### src/rtl/ultrasonic_pkg.sv
// Shared definitions for the ultrasonic ranging blocks: scheduler FSM encoding
// and default timing constants (50 MHz system clock).
package ultrasonic_pkg;

    typedef enum logic [2:0] {
        ST_IDLE,
        ST_SELECT,
        ST_TRIG,
        ST_WAIT_RISE,
        ST_MEASURE,
        ST_DIVIDE,
        ST_REPORT,
        ST_GUARD
    } state_e;

    localparam int DEF_NUM_CH         = 2;
    localparam int DEF_TRIG_CYCLES    = 500;
    localparam int DEF_TIMEOUT_CYCLES = 1_500_000;
    localparam int DEF_GUARD_CYCLES   = 3_000_000;
    localparam int DEF_CYCLES_PER_CM  = 2900;
    localparam int DEF_MAX_CM         = 400;

    function automatic int max3(input int a, input int b, input int c);
        int m;
        m = (a > b) ? a : b;
        return (m > c) ? m : c;
    endfunction

endpackage

### src/rtl/us_cycle_divider.sv
// Iterative subtract-divider: quotient = floor(dividend / DIVISOR), saturated at MAX_Q.
// One subtraction per cycle; done is a combinational strobe while busy and no step remains.
module us_cycle_divider #(
    parameter int DIV_W   = 21,
    parameter int DIVISOR = 2900,
    parameter int MAX_Q   = 400,
    parameter int Q_W     = $clog2(MAX_Q + 1)
) (
    input  logic             clk,
    input  logic             rst,
    input  logic             start,
    input  logic [DIV_W-1:0] dividend,
    output logic             done,
    output logic [Q_W-1:0]   quotient
);

    logic [DIV_W-1:0] rem_q, rem_d;
    logic [Q_W-1:0]   q_q, q_d;
    logic             busy_q, busy_d;
    logic             step;

    // NOTE: every variable gets a default at the top of always_comb so no path leaves it unassigned (no latch).
    always_comb begin
        rem_d  = rem_q;
        q_d    = q_q;
        busy_d = busy_q;
        step   = busy_q && (rem_q >= DIV_W'(DIVISOR)) && (q_q < Q_W'(MAX_Q));
        done   = busy_q && !step;
        if (start) begin
            rem_d  = dividend;
            q_d    = '0;
            busy_d = 1'b1;
        end else if (step) begin
            rem_d = rem_q - DIV_W'(DIVISOR);
            q_d   = q_q + Q_W'(1);
        end else if (busy_q) begin
            busy_d = 1'b0;
        end
    end

    // NOTE: sequential state uses non-blocking assignments so all flops update from pre-edge values.
    always_ff @(posedge clk or posedge rst) begin
        if (rst) begin
            rem_q  <= '0;
            q_q    <= '0;
            busy_q <= 1'b0;
        end else begin
            rem_q  <= rem_d;
            q_q    <= q_d;
            busy_q <= busy_d;
        end
    end

    assign quotient = q_q;

endmodule

### src/rtl/ultrasonic_scan_scheduler.sv
// Time-multiplexes one ranging engine across NUM_CH HC-SR04 sensors: trigger, echo
// timing, cycles-to-cm conversion and a guard gap, emitting one tagged result per shot.
module ultrasonic_scan_scheduler
    import ultrasonic_pkg::*;
#(
    parameter int NUM_CH         = DEF_NUM_CH,
    parameter int TRIG_CYCLES    = DEF_TRIG_CYCLES,
    parameter int TIMEOUT_CYCLES = DEF_TIMEOUT_CYCLES,
    parameter int GUARD_CYCLES   = DEF_GUARD_CYCLES,
    parameter int CYCLES_PER_CM  = DEF_CYCLES_PER_CM,
    parameter int MAX_CM         = DEF_MAX_CM,
    localparam int CH_W          = (NUM_CH > 1) ? $clog2(NUM_CH) : 1
) (
    input  logic              clk,
    input  logic              rst,
    input  logic              enable,
    input  logic [NUM_CH-1:0] ch_mask,
    input  logic [NUM_CH-1:0] echo,
    output logic [NUM_CH-1:0] trigger,
    output logic [15:0]       dist_cm,
    output logic [CH_W-1:0]   dist_ch,
    output logic              dist_timeout,
    output logic              dist_valid,
    output logic              scan_done,
    output logic              busy
);

    localparam int TIMER_W = $clog2(max3(TIMEOUT_CYCLES, GUARD_CYCLES, TRIG_CYCLES) + 1);
    localparam int Q_W     = $clog2(MAX_CM + 1);

    localparam logic [TIMER_W-1:0] TRIG_LAST  = TIMER_W'(TRIG_CYCLES - 1);
    localparam logic [TIMER_W-1:0] TIMEOUT_T  = TIMER_W'(TIMEOUT_CYCLES);
    localparam logic [TIMER_W-1:0] GUARD_LAST = TIMER_W'(GUARD_CYCLES - 1);

    state_e              state_q, state_d;
    logic [TIMER_W-1:0]  timer_q, timer_d;
    logic [CH_W-1:0]     ch_q, ch_d;
    logic [CH_W-1:0]     ptr_q, ptr_d;
    logic [NUM_CH-1:0]   trigger_q, trigger_d;
    logic [15:0]         dist_cm_q, dist_cm_d;
    logic [CH_W-1:0]     dist_ch_q, dist_ch_d;
    logic                dist_timeout_q, dist_timeout_d;
    logic                dist_valid_q, dist_valid_d;
    logic                scan_done_q, scan_done_d;
    logic                busy_q, busy_d;

    logic [NUM_CH-1:0]   echo_meta_q, echo_sync_q;
    logic                echo_prev_q;
    logic                sel_echo, rise, fall;

    logic [CH_W-1:0]     next_ch, hi_ch;
    logic                found;
    logic                div_start, div_done;
    logic [Q_W-1:0]      div_quotient;
    logic                do_report, report_to;

    assign sel_echo = echo_sync_q[ch_q];
    assign rise     = sel_echo & ~echo_prev_q;
    assign fall     = ~sel_echo & echo_prev_q;

    // ptr_q is the first candidate to try, i.e. one past the last channel served.
    always_comb begin
        next_ch = '0;
        found   = 1'b0;
        hi_ch   = '0;
        for (int i = 0; i < NUM_CH; i++) begin
            if (!found && ch_mask[(int'(ptr_q) + i) % NUM_CH]) begin
                next_ch = CH_W'((int'(ptr_q) + i) % NUM_CH);
                found   = 1'b1;
            end
            if (ch_mask[i]) hi_ch = CH_W'(i);
        end
    end

    us_cycle_divider #(
        .DIV_W   (TIMER_W),
        .DIVISOR (CYCLES_PER_CM),
        .MAX_Q   (MAX_CM),
        .Q_W     (Q_W)
    ) u_divider (
        .clk      (clk),
        .rst      (rst),
        .start    (div_start),
        .dividend (timer_q),
        .done     (div_done),
        .quotient (div_quotient)
    );

    always_comb begin
        state_d        = state_q;
        timer_d        = timer_q;
        ch_d           = ch_q;
        ptr_d          = ptr_q;
        trigger_d      = trigger_q;
        dist_cm_d      = dist_cm_q;
        dist_ch_d      = dist_ch_q;
        dist_timeout_d = dist_timeout_q;
        dist_valid_d   = 1'b0;
        scan_done_d    = 1'b0;
        div_start      = 1'b0;
        do_report      = 1'b0;
        report_to      = 1'b0;

        unique case (state_q)
            ST_IDLE: begin
                if (enable && (|ch_mask)) state_d = ST_SELECT;
            end
            ST_SELECT: begin
                if (!enable || !(|ch_mask)) begin
                    state_d = ST_IDLE;
                end else begin
                    ch_d      = next_ch;
                    trigger_d = NUM_CH'(1) << next_ch;
                    timer_d   = '0;
                    state_d   = ST_TRIG;
                end
            end
            ST_TRIG: begin
                if (timer_q == TRIG_LAST) begin
                    trigger_d = '0;
                    timer_d   = '0;
                    state_d   = ST_WAIT_RISE;
                end else begin
                    timer_d = timer_q + TIMER_W'(1);
                end
            end
            ST_WAIT_RISE: begin
                // The rise cycle itself is the first high cycle, so the width count starts at 1.
                if (rise) begin
                    timer_d = TIMER_W'(1);
                    state_d = ST_MEASURE;
                end else if (timer_q == TIMEOUT_T) begin
                    do_report = 1'b1;
                    report_to = 1'b1;
                end else begin
                    timer_d = timer_q + TIMER_W'(1);
                end
            end
            ST_MEASURE: begin
                if (timer_q == TIMEOUT_T) begin
                    do_report = 1'b1;
                    report_to = 1'b1;
                end else if (fall) begin
                    div_start = 1'b1;
                    state_d   = ST_DIVIDE;
                end else begin
                    timer_d = timer_q + TIMER_W'(1);
                end
            end
            ST_DIVIDE: begin
                if (div_done) do_report = 1'b1;
            end
            ST_REPORT: begin
                ptr_d   = (ch_q == CH_W'(NUM_CH - 1)) ? '0 : ch_q + CH_W'(1);
                timer_d = '0;
                state_d = ST_GUARD;
            end
            ST_GUARD: begin
                if (timer_q == GUARD_LAST) state_d = ST_SELECT;
                else                       timer_d = timer_q + TIMER_W'(1);
            end
            default: state_d = ST_IDLE;
        endcase

        // Results are loaded on entry to REPORT so the strobe coincides with the REPORT cycle.
        if (do_report) begin
            state_d        = ST_REPORT;
            dist_cm_d      = report_to ? 16'd0 : 16'(div_quotient);
            dist_ch_d      = ch_q;
            dist_timeout_d = report_to;
            dist_valid_d   = 1'b1;
            scan_done_d    = (ch_q == hi_ch);
        end

        busy_d = (state_d != ST_IDLE);
    end

    always_ff @(posedge clk or posedge rst) begin
        if (rst) begin
            state_q        <= ST_IDLE;
            timer_q        <= '0;
            ch_q           <= '0;
            ptr_q          <= '0;
            trigger_q      <= '0;
            dist_cm_q      <= '0;
            dist_ch_q      <= '0;
            dist_timeout_q <= 1'b0;
            dist_valid_q   <= 1'b0;
            scan_done_q    <= 1'b0;
            busy_q         <= 1'b0;
            echo_meta_q    <= '0;
            echo_sync_q    <= '0;
            echo_prev_q    <= 1'b0;
        end else begin
            state_q        <= state_d;
            timer_q        <= timer_d;
            ch_q           <= ch_d;
            ptr_q          <= ptr_d;
            trigger_q      <= trigger_d;
            dist_cm_q      <= dist_cm_d;
            dist_ch_q      <= dist_ch_d;
            dist_timeout_q <= dist_timeout_d;
            dist_valid_q   <= dist_valid_d;
            scan_done_q    <= scan_done_d;
            busy_q         <= busy_d;
            echo_meta_q    <= echo;
            echo_sync_q    <= echo_meta_q;
            echo_prev_q    <= sel_echo;
        end
    end

    assign trigger      = trigger_q;
    assign dist_cm      = dist_cm_q;
    assign dist_ch      = dist_ch_q;
    assign dist_timeout = dist_timeout_q;
    assign dist_valid   = dist_valid_q;
    assign scan_done    = scan_done_q;
    assign busy         = busy_q;

endmodule

### config.mk
export PLATFORM = sky130hd
export DESIGN_NAME = ultrasonic_scan_scheduler
export DESIGN_NICKNAME = d
export VERILOG_FILES = /design/src/rtl/ultrasonic_pkg.sv /design/src/rtl/us_cycle_divider.sv /design/src/rtl/ultrasonic_scan_scheduler.sv
export SDC_FILE = /design/constraint.sdc
export NUM_CORES = 1
export LEC_CHECK = 0
export CELL_PAD_IN_SITES_DETAIL_PLACEMENT = 0
export CELL_PAD_IN_SITES_GLOBAL_PLACEMENT = 1
export CORE_AREA = 2 2 100 102
export DETAILED_ROUTE_END_ITERATION = 6
export DIE_AREA = 0 0 102 104
export GPL_TIMING_DRIVEN = 0
export PLACE_DENSITY_LB_ADDON = 0.1
export RECOVER_POWER = 100
export SKIP_LAST_GASP = 1
export SYNTH_ARGS = -nofsm -noshare
export SYNTH_HDL_FRONTEND = slang
export SYNTH_SLANG_ARGS = --single-unit
### constraint.sdc
create_clock -name clk -period 5.1 [get_ports clk]
set_input_delay 1.02 -clock clk [delete_from_list [all_inputs] [get_ports clk]]
set_output_delay 1.02 -clock clk [all_outputs]
set_load 0.05 [all_outputs]
==> results of run 1 <==
per-layer routing:
layer  global-route usage, %  share of wire (%)  up-vias
met4                   9.905                2.2        0
met2                   34.26                 46      102
met3                   2.890                4.8       20
li1                        -                  -     1882
met1                   32.96                 47     1867
met5                       0                  0        -
cell usage in the layout (no fill, tap or decap), types with 6 or more instances in the layout:
cell type,Yosys,routed
a31oi_1,6,6
a21oi_1,9,9
a22o_1,8,8
xor2_1,16,16
nor2_1,32,33
nor2b_1,9,9
o2111ai_1,7,7
nor3_1,9,9
o21ai_0,41,43
a211o_1,6,6
clkbuf_1,15,25
dfrtp_1,80,80
o31ai_1,9,9
conb_1,1,7
o211ai_1,15,15
nand4_1,10,10
inv_1,17,16
nor4_1,9,9
buf_4,7,7
nand2_1,74,74
or4_1,6,6
and3_1,10,10
o21a_1,6,6
nand3_1,14,14
clkbuf_8,0,9
dlygate4sd3_1,0,20
sequential cells by signal, summed over array words and instances, names as in the netlist:
signal,flops
trigger,2
scan_done,1
dist_timeout,1
dist_cm,9
echo_meta_q,2
u_divider.busy_q,1
state_q,3
ch_q,1
echo_sync_q,2
timer_q,22
dist_ch,1
echo_prev_q,1
dist_valid,1
ptr_q,1
u_divider.rem_q,22
u_divider.quotient,9
busy,1
kinds of logic (layout without fill, tap and decap cells):
| family | count (synthesis) | after routing | share of synthesized area (%) |
|---|---|---|---|
| AND/OR/NAND/NOR | 204 | 204 | 23.16 |
| multiplexers | 6 | 6 | 1.409 |
| XOR/XNOR | 21 | 21 | 4.062 |
| flip-flops | 80 | 80 | 44.21 |
| adder cells (fa/ha/maj) | 5 | 5 | 1.382 |
| buffers and inverters | 57 | 95 | 6.355 |
| AO/OA/AOI/OAI | 129 | 129 | 19.34 |
| other | 1 | 7 | 0.08282 |
area by class of cell:
cell class | count | area, sq um
fillers | 934 | 4456
multi-input cells | 372 | 2255
flip-flops and latches | 80 | 2002
repair buffers | 23 | 225.2
plain buffers | 40 | 211.5
well taps | 133 | 166.4
clock buffers | 9 | 123.9
inverters | 17 | 65.06
clock inverters | 6 | 45.04
power by group:
| part | switching (uW) | leakage [uW] | internal (uW) |
|---|---|---|---|
| Clock | 257 | 0.0000781 | 177 |
| Sequential | 2.23 | 0.00105 | 637 |
| Combinational | 32.0 | 0.00111 | 10.6 |
stage by stage:
step | util, % | instances | hold WS [ps] | total power, uW | instance area, sq um
final | 53.34 | 680 | 356.9 | 1115 | 5094
after global routing | 53.34 | 680 | 374.1 | 1153 | 5094
after CTS | 53.79 | 680 | 360.4 | 1128 | 5136
after detailed placement | 52.02 | 665 | 337.8 | 698.8 | 4967
after global placement | 51.70 | 664 | 341.4 | 694.9 | 4937
after floorplan | - | 509 | 331.2 | 683.4 | 4551
worst max-delay path: cells and delay by family:
kind                   cells  cell delay, ps
buffers and inverters      3            2320
worst max path at each step:
stage / startpoint / end / slack [ps] / cells after the start
floorplan: rst / busy / 2030 / 1
global route: rst / u_divider.rem_q[15] / 1380 / 3
global placement: rst / timer_q[11] / 740 / 2
detailed placement: ch_mask[1] / timer_q[5] / 1980 / 8
finish: rst / timer_q[9] / 1930 / 3
CTS: ch_mask[1] / timer_q[5] / 2360 / 8
==> flow_metrics.tcl, run 1 <==
set metrics [dict create \
    p_leak_uw 0.002243 \
    cts_buffers 9 \
    path_cells "dlygate4sd3_1, clkinvlp_2, clkbuf_2" \
    rr_endpoint "u_divider.rem_q[11]" \
    start_kind "input pin" \
    drtIter0Drc 188 \
    synth_cell_types 61 \
    critPathCaptureType "async pin" \
    criticalPathCategory "input pin to async pin" \
    num_antenna_cells 0 \
    ys_ff_latch 80 \
    dr.pass1.iters 4 \
    period_share_pct 62.14 \
    arrival_ps 3360 \
    hold_path.class "register to register" \
    antenna_found_initial 0 \
    yosys-top-cells-area "dfrtp_1, nand2_1, o21ai_0" \
    num_vias 3871 \
    wl_mm 11.43 \
    synth.most_common_cell "dfrtp_1" \
    place_congestion 0.8980 \
    ir_drop_mv 0.1357 \
    grt_max_degree 63 \
    cts_tree "yes" \
    gr-total-overflow 0 \
    max-cap-violations 1 \
    outcome "finished with violations" \
    cts_hold_buf 0 \
    htree_levels 3 \
    layout_setup_ws_ps 1931 \
    r2r-start "ch_q" \
    tightest_slew_ps 1566 \
    boundaryPins 30 \
    rows 36 \
    fp.dieW_um 102 \
    routedWlPerCell_um 16.81 \
    cp_max_fo 62 \
    cts_setup_buffers 0 \
    grt_use_total_pct 22.84 \
    rsz0062_at_grt "false" \
    worstHoldStart "echo_meta_q[0]" \
    netlist_area_sq_um 4528 \
    hold_end "echo_sync_q[0]" \
    synthCells 503 \
    final-setup-viol-count 0 \
    fin_skew_ps 12.75 \
    required_ps 5300 \
    ys.flop_type "dfrtp_1" \
    cts.clk_slew.worst_paths_ps 90 \
    synth-edff-count 0 \
    drive_gt1_share_pct 7.313 \
    final_nets 555 \
    critPathSlowestCell "clkbuf_2" \
    area.growth.synth_to_final_pct 12.49 \
    synth_seq_area_share_pct 44.21 \
    clockBufferDepth 2 \
    async_flop_share_pct 100.0 \
    core_region_area_sq_um 9549 \
    grt_first_pass_wirelength_mm 19.06 \
    dp.final_hpwl_mm 8.242 \
    p_per_area_nw_per_um2 218.9 \
    synth_top_cell_by_area "dfrtp_1" \
    start_util_pct 47.42 \
    yosysTopAreaCellShare_pct 44.21 \
    grt_pass1_vias 3738 \
    slew_viol_final 63 \
    place_ws_ps 1985 \
    via_per_inst 5.693 \
    slew_headroom_pct -4.412 \
    clk_latency_ps 370 \
    cts_resized 0 \
    r2r_slack_ps 2130 \
    hold_path_depth 0 \
    die_area_sq_um 10610 \
    drtAntennaViolNets 0 \
    synth_warnings 0 \
    slowest_delay_ps 1260 \
    setup_tns_ps 0 \
    root_buffer "clkbuf_8" \
    avgSynthCellArea_sq_um 9.002 \
    fmax_ghz 0.3156 \
    clock-sinks 80 \
    die_h_um 104 \
    failed_checks "capacitance limit, slew limit" \
    synthTopCellsByCount "dfrtp_1, nand2_1, o21ai_0, nor2_1, inv_1" \
    fin_crit_ps 3169 \
    rr_worst_depth 8 \
    hold_violations 0 \
    portBuffers 22 \
    route.detailed.drc 0 \
]
Note: power is estimated with default switching activity, not from simulation.
==> run 2, diff against run 1 <==
--- a/config.mk
+++ b/config.mk
@@ -7,9 +7,9 @@
 export LEC_CHECK = 0
 export CELL_PAD_IN_SITES_DETAIL_PLACEMENT = 0
 export CELL_PAD_IN_SITES_GLOBAL_PLACEMENT = 1
-export CORE_AREA = 2 2 100 102
+export CORE_AREA = 2 2 109 111
 export DETAILED_ROUTE_END_ITERATION = 6
-export DIE_AREA = 0 0 102 104
+export DIE_AREA = 0 0 111 113
 export GPL_TIMING_DRIVEN = 0
 export PLACE_DENSITY_LB_ADDON = 0.1
 export RECOVER_POWER = 100
==> constraint.sdc (replaced) <==
create_clock -name clk -period 2.6 [get_ports clk]
set_input_delay 0.52 -clock clk [delete_from_list [all_inputs] [get_ports clk]]
set_output_delay 0.52 -clock clk [all_outputs]
set_load 0.05 [all_outputs]
==> run 2 against run 1 <==
Critical path depth increased by 5; the flow now finishes without violations; combinational power increased by 110%; sequential power increased by 97%; critical path type is now register to register; largest cell class unchanged; clock-buffer cell count increased by 2; sequential share of layout area decreased by 2.2 points; utilization decreased by 5.4 points; via count increased by 1.9%; worst hold slack got worse by 5.1 ps; highest routed layer unchanged; worst setup slack got worse by 1800 ps.
==> flow_metrics.tcl, run 2 (synthesis gave the netlist of run 1 again) <==
set metrics [dict create \
    cts.clk_slew.worst_paths_ps 60 \
    num_vias 3945 \
    multiInputGateArea_sq_um 2328 \
    num_antenna_cells 0 \
    root_buffer "clkbuf_16" \
    die_area_sq_um 12540 \
    ir_drop_mv 0.2960 \
    final_cells 693 \
    outcome "finished, final reports clean" \
    dpl.cell_count 675 \
    drtAntennaViolNets 0 \
    path_cells "buf_2, or3b_2, nor4_2, o211ai_1, nand3_1, buf_2, nor4_1, a211o_1" \
    dp.final_hpwl_mm 8.600 \
    clk_latency_ps 350 \
    fin_crit_ps 2476 \
    gr-total-overflow 0 \
    num-fill-cells 1089 \
    rows 39 \
    dpl_cell_area_sq_um 4980 \
    fp.dieW_um 111 \
    cpLargestDelayFamily "simple AND/OR/NAND/NOR gates" \
    portBuffers 22 \
    grt_first_pass_wirelength_mm 19.34 \
    die_h_um 113 \
    drive_gt1_share_pct 12.00 \
    cts_buffers 9 \
    htree_levels 3 \
    route.detailed.drc 0 \
    fmax_ghz 0.4038 \
    period_share_pct 95.24 \
    critical_path_buf_inv_count 2 \
    grt_max_degree 48 \
    arrival_ps 2710 \
    p_per_area_nw_per_um2 512.1 \
    slew_headroom_pct 4.659 \
    tightest_slew_ps 1429 \
    final_nets 557 \
    max-cap-violations 0 \
    antenna_found_initial 0 \
    rsz0062_at_grt "true" \
    slew_viol_final 0 \
    required_ps 2830 \
    drtIter0Drc 270 \
    boundaryPins 30 \
    criticalPathCategory "register to register" \
    seqCellArea_sq_um 2002 \
    crit_path_frequent_cell "buf_2" \
    clockBufferDepth 2 \
    design_area_sq_um 5401 \
    core_region_area_sq_um 11270 \
    via_per_inst 5.693 \
    grt_pass1_vias 3675 \
    critPathSlowestCell "or3b_2" \
    fin_skew_ps 10.13 \
    dr.pass1.iters 5 \
    final-setup-viol-count 0 \
    wl_mm 12.12 \
    largestRegisters "timer_q (22), u_divider.rem_q (22)" \
    cts_tree "yes" \
    routedWlPerCell_um 17.49 \
    area.growth.synth_to_final_pct 19.29 \
    critPathCaptureType "register" \
    final_common_cell "dfrtp_1" \
    final_cell_mix "dfrtp_1, nand2_1, o21ai_0" \
    clock-sinks 80 \
    cp_max_fo 10 \
    hold_violations 0 \
    place_congestion 0.8631 \
    hold_path.class "register to register" \
    start_kind "register" \
    start_util_pct 40.17 \
    p_leak_uw 0.002441 \
    slowest_delay_ps 490 \
    grt_use_total_pct 19.52 \
]
run 2: cell count changes in the layout (fill, tap and decap cells not counted), moves of 3 or more:
cell	delta
clkbuf_1	-14
clkbuf_16	+9
buf_2	+8
clkbuf_8	-7
and2_0	-3
buf_4	+3
clkbuf_2	+3
clkinvlp_4	-3
run 2: final cells by class:
class	instances	share of cell area, %
buffer	40	4.332
inverter	17	1.181
multi-input combinational	372	43.11
tap	143	3.312
timing repair buffer	25	4.864
clock buffer	11	4.679
clock inverter	5	1.459
sequential	80	37.06
run 2: per-layer routing:
| metal | vias to the layer above | GRT usage (%) | part of all wire, % |
|---|---|---|---|
| li1 | 1894 | - | - |
| met4 | 0 | 9.667 | 2.4 |
| met3 | 23 | 2.999 | 3.5 |
| met2 | 88 | 29.90 | 45 |
| met5 | - | 0 | 0 |
| met1 | 1940 | 27.14 | 50 |
run 2: metrics by stage:
| step | setup TNS (ps) | setup slack [ps] | power [uW] | utilization (%) | hold slack, ps |
|---|---|---|---|---|---|
| 6_report | 0 | 123.8 | 2766 | 47.92 | 351.8 |
| 5_1_grt | -16.62 | -16.62 | 2847 | 47.92 | 357.2 |
| 4_1_cts | 0 | 12.48 | 2796 | 47.27 | 354.4 |
| 3_5_place_dp | -369.9 | -52.67 | 1371 | 44.18 | 338.9 |
| 3_3_place_gp | -108670 | -1358 | 1364 | 43.91 | 341.3 |
| 2_1_floorplan | 0 | 28.26 | 1340 | - | 331.2 |
run 2: path summary, 6_finish.rpt:
kind	startpoint	slack, ps	cells after the start	to
worst max-delay path	timer_q[12]	120	8	timer_q[10]
worst min-delay path	echo_meta_q[1]	350	0	echo_sync_q[1]
worst max register to register	timer_q[12]	120	8	timer_q[10]
worst min register to register	echo_meta_q[1]	350	0	echo_sync_q[1]
max in group asynchronous	rst	690	3	timer_q[2]
min in group asynchronous	rst	1020	2	dist_cm[0]
run 2: repair_timing:
item,CTS,global route
hold buffers,0,0
cloned,0,0
setup buffers,0,2
pin swaps,0,1
setup endpoints to repair,19,50
resized for setup,3,19
run 2: report_power, final:
| group | internal, uW | switching, uW | leakage, uW |
|---|---|---|---|
| logic | 25.6 | 63.7 | 0.00122 |
| registers | 1250 | 4.55 | 0.00105 |
| clock network | 892 | 529 | 0.000165 |
| total | 2170 | 598 | 0.00244 |
==> run 3, diff against run 2 <==
--- a/config.mk
+++ b/config.mk
@@ -7,10 +7,11 @@
 export LEC_CHECK = 0
 export CELL_PAD_IN_SITES_DETAIL_PLACEMENT = 0
 export CELL_PAD_IN_SITES_GLOBAL_PLACEMENT = 1
-export CORE_AREA = 2 2 109 111
+export CORE_AREA = 4 4 105 107
 export DETAILED_ROUTE_END_ITERATION = 6
-export DIE_AREA = 0 0 111 113
+export DIE_AREA = 0 0 109 111
 export GPL_TIMING_DRIVEN = 0
+export HOLD_SLACK_MARGIN = 0.12
 export PLACE_DENSITY_LB_ADDON = 0.1
 export RECOVER_POWER = 100
 export SKIP_LAST_GASP = 1
==> constraint.sdc (replaced) <==
create_clock -name clk -period 2.7 [get_ports clk]
set_input_delay 0.54 -clock clk [delete_from_list [all_inputs] [get_ports clk]]
set_output_delay 0.54 -clock clk [all_outputs]
set_load 0.05 [all_outputs]
==> run 3 against run 2 <==
Power fell by 17%; fmax fell by 2.3%; critical path depth rose by 1; sequential share of layout area rose by 1.4 points; die area fell by 3.5%; global-route usage rose by 1.1 points; register-to-register slack improved by 40 ps; worst setup slack improved by 42 ps; sequential cell count did not move; first-iteration DRC count fell by 21%.
==> flow_metrics.tcl, run 3 (synthesis gave the netlist of run 1 again) <==
set metrics [dict create \
    ir_drop_mv 0.2711 \
    clock-sinks 80 \
    die_area_sq_um 12100 \
    final_cell_mix "dfrtp_1, nand2_1, o21ai_0" \
    fmax_ghz 0.3946 \
    clockBufferDepth 2 \
    num_antenna_cells 0 \
    required_ps 2950 \
    rows 37 \
    area.growth.synth_to_final_pct 15.09 \
    layout_setup_ws_ps 165.7 \
    critPathCaptureType "register" \
    grt_first_pass_wirelength_mm 20.00 \
    fin_crit_ps 2534 \
    seqCellArea_sq_um 2002 \
    boundaryPins 30 \
    dp.final_hpwl_mm 8.421 \
    hold_path.class "register to register" \
    period_share_pct 93.86 \
    arrival_ps 2790 \
    outcome "finished, final reports clean" \
    largestRegisters "timer_q (22), u_divider.rem_q (22)" \
    fin_skew_ps 13.43 \
    slew_viol_final 0 \
    postLayoutCoreUtil_pct 51.40 \
    final_nets 555 \
    rsz0062_at_grt "false" \
    final-setup-viol-count 0 \
    grt_max_degree 59 \
    antenna_found_initial 0 \
    fp.dieW_um 109 \
    p_leak_uw 0.002315 \
    slew_headroom_pct 33.50 \
    final_common_cell "dfrtp_1" \
    core_region_area_sq_um 10140 \
    final_cells 684 \
    start_kind "register" \
    criticalPathCategory "register to register" \
    num_vias 3935 \
    p_per_area_nw_per_um2 439.8 \
    holdWs_ps 358.0 \
    cts_buffers 9 \
    max-cap-violations 0 \
    routedWlPerCell_um 17.17 \
    num-fill-cells 960 \
    root_buffer "clkbuf_8" \
    cts_tree "yes" \
    multiInputGateArea_sq_um 2305 \
    route.detailed.drc 0 \
    die_h_um 111 \
    via_per_inst 5.753 \
    drive_gt1_share_pct 11.13 \
    cp_max_fo 10 \
    drtAntennaViolNets 0 \
    wl_mm 11.74 \
    grt_pass1_vias 3881 \
    clk_latency_ps 360 \
    tightest_slew_ps 992.0 \
    cts.clk_slew.worst_paths_ps 90 \
    place_congestion 0.8643 \
    gr-total-overflow 0 \
    dpl.cell_count 668 \
    htree_levels 3 \
    cts_resized 0 \
    place_ws_ps 34.93 \
    hold_violations 0 \
    cts_setup_buffers 0 \
    grt_use_total_pct 20.60 \
    drtIter0Drc 212 \
    portBuffers 22 \
    cts_hold_buf 0 \
    dr.pass1.iters 5 \
    start_util_pct 44.66 \
    p_total_uw 2292 \
]
run 3: changes by cell type in the layout (fill, tap and decap cells not counted), sizes merged:
cell      delta
clkinvlp     +3
clkinv       -2
clkbuf       +4
buf          -7
run 3: stage by stage:
step	instance area [sq um]	setup TNS, ps
6_report	5211	0
2_1_floorplan	4551	0
3_3_place_gp	4941	-99540
4_1_cts	5191	0
3_5_place_dp	4971	0
5_1_grt	5211	0
run 3: power by group:
group          internal, uW  total (uW)  switching, uW  leakage [uW]
sequential             1200        1210           5.48       0.00105
clock                   526        1000            475      0.000103
combinational          22.1        82.4           60.3       0.00116
total                  1750        2290            541       0.00232
run 3: worst paths after layout:
kind	from	endpoint	slack [ps]	cells after the start
setup / recovery	timer_q[16]	timer_q[7]	170	9
hold / removal	echo_meta_q[0]	echo_sync_q[0]	360	0
setup reg to reg	timer_q[16]	timer_q[7]	170	9
hold reg to reg	echo_meta_q[0]	echo_sync_q[0]	360	0
max in group asynchronous	rst	u_divider.rem_q[15]	560	3
min in group asynchronous	rst	dist_timeout	790	2
run 3: cell type report:
| cell class | count | area share, % |
|---|---|---|
| multi-input cells | 372 | 44.23 |
| repair buffers | 23 | 4.370 |
| clock buffers | 10 | 2.449 |
| flip-flops and latches | 80 | 38.42 |
| plain buffers | 40 | 4.250 |
| inverters | 17 | 1.248 |
| clock inverters | 6 | 1.777 |
| well taps | 136 | 3.265 |
run 3: worst max-delay path, stage by stage, from the launching register on:
cell	delay, ps
dfrtp_1	360
clkbuf_2	190
or4_4	560
nor3_4	220
and2_0	270
o31a_1	170
buf_6	140
buf_4	180
nor2_1	70
a211o_1	260
run 3: metal layers:
layer	track usage [%]	wire, um
met2	31.53	5470
met1	29.46	5612
met4	8.081	219
met5	0	0
met3	2.504	437
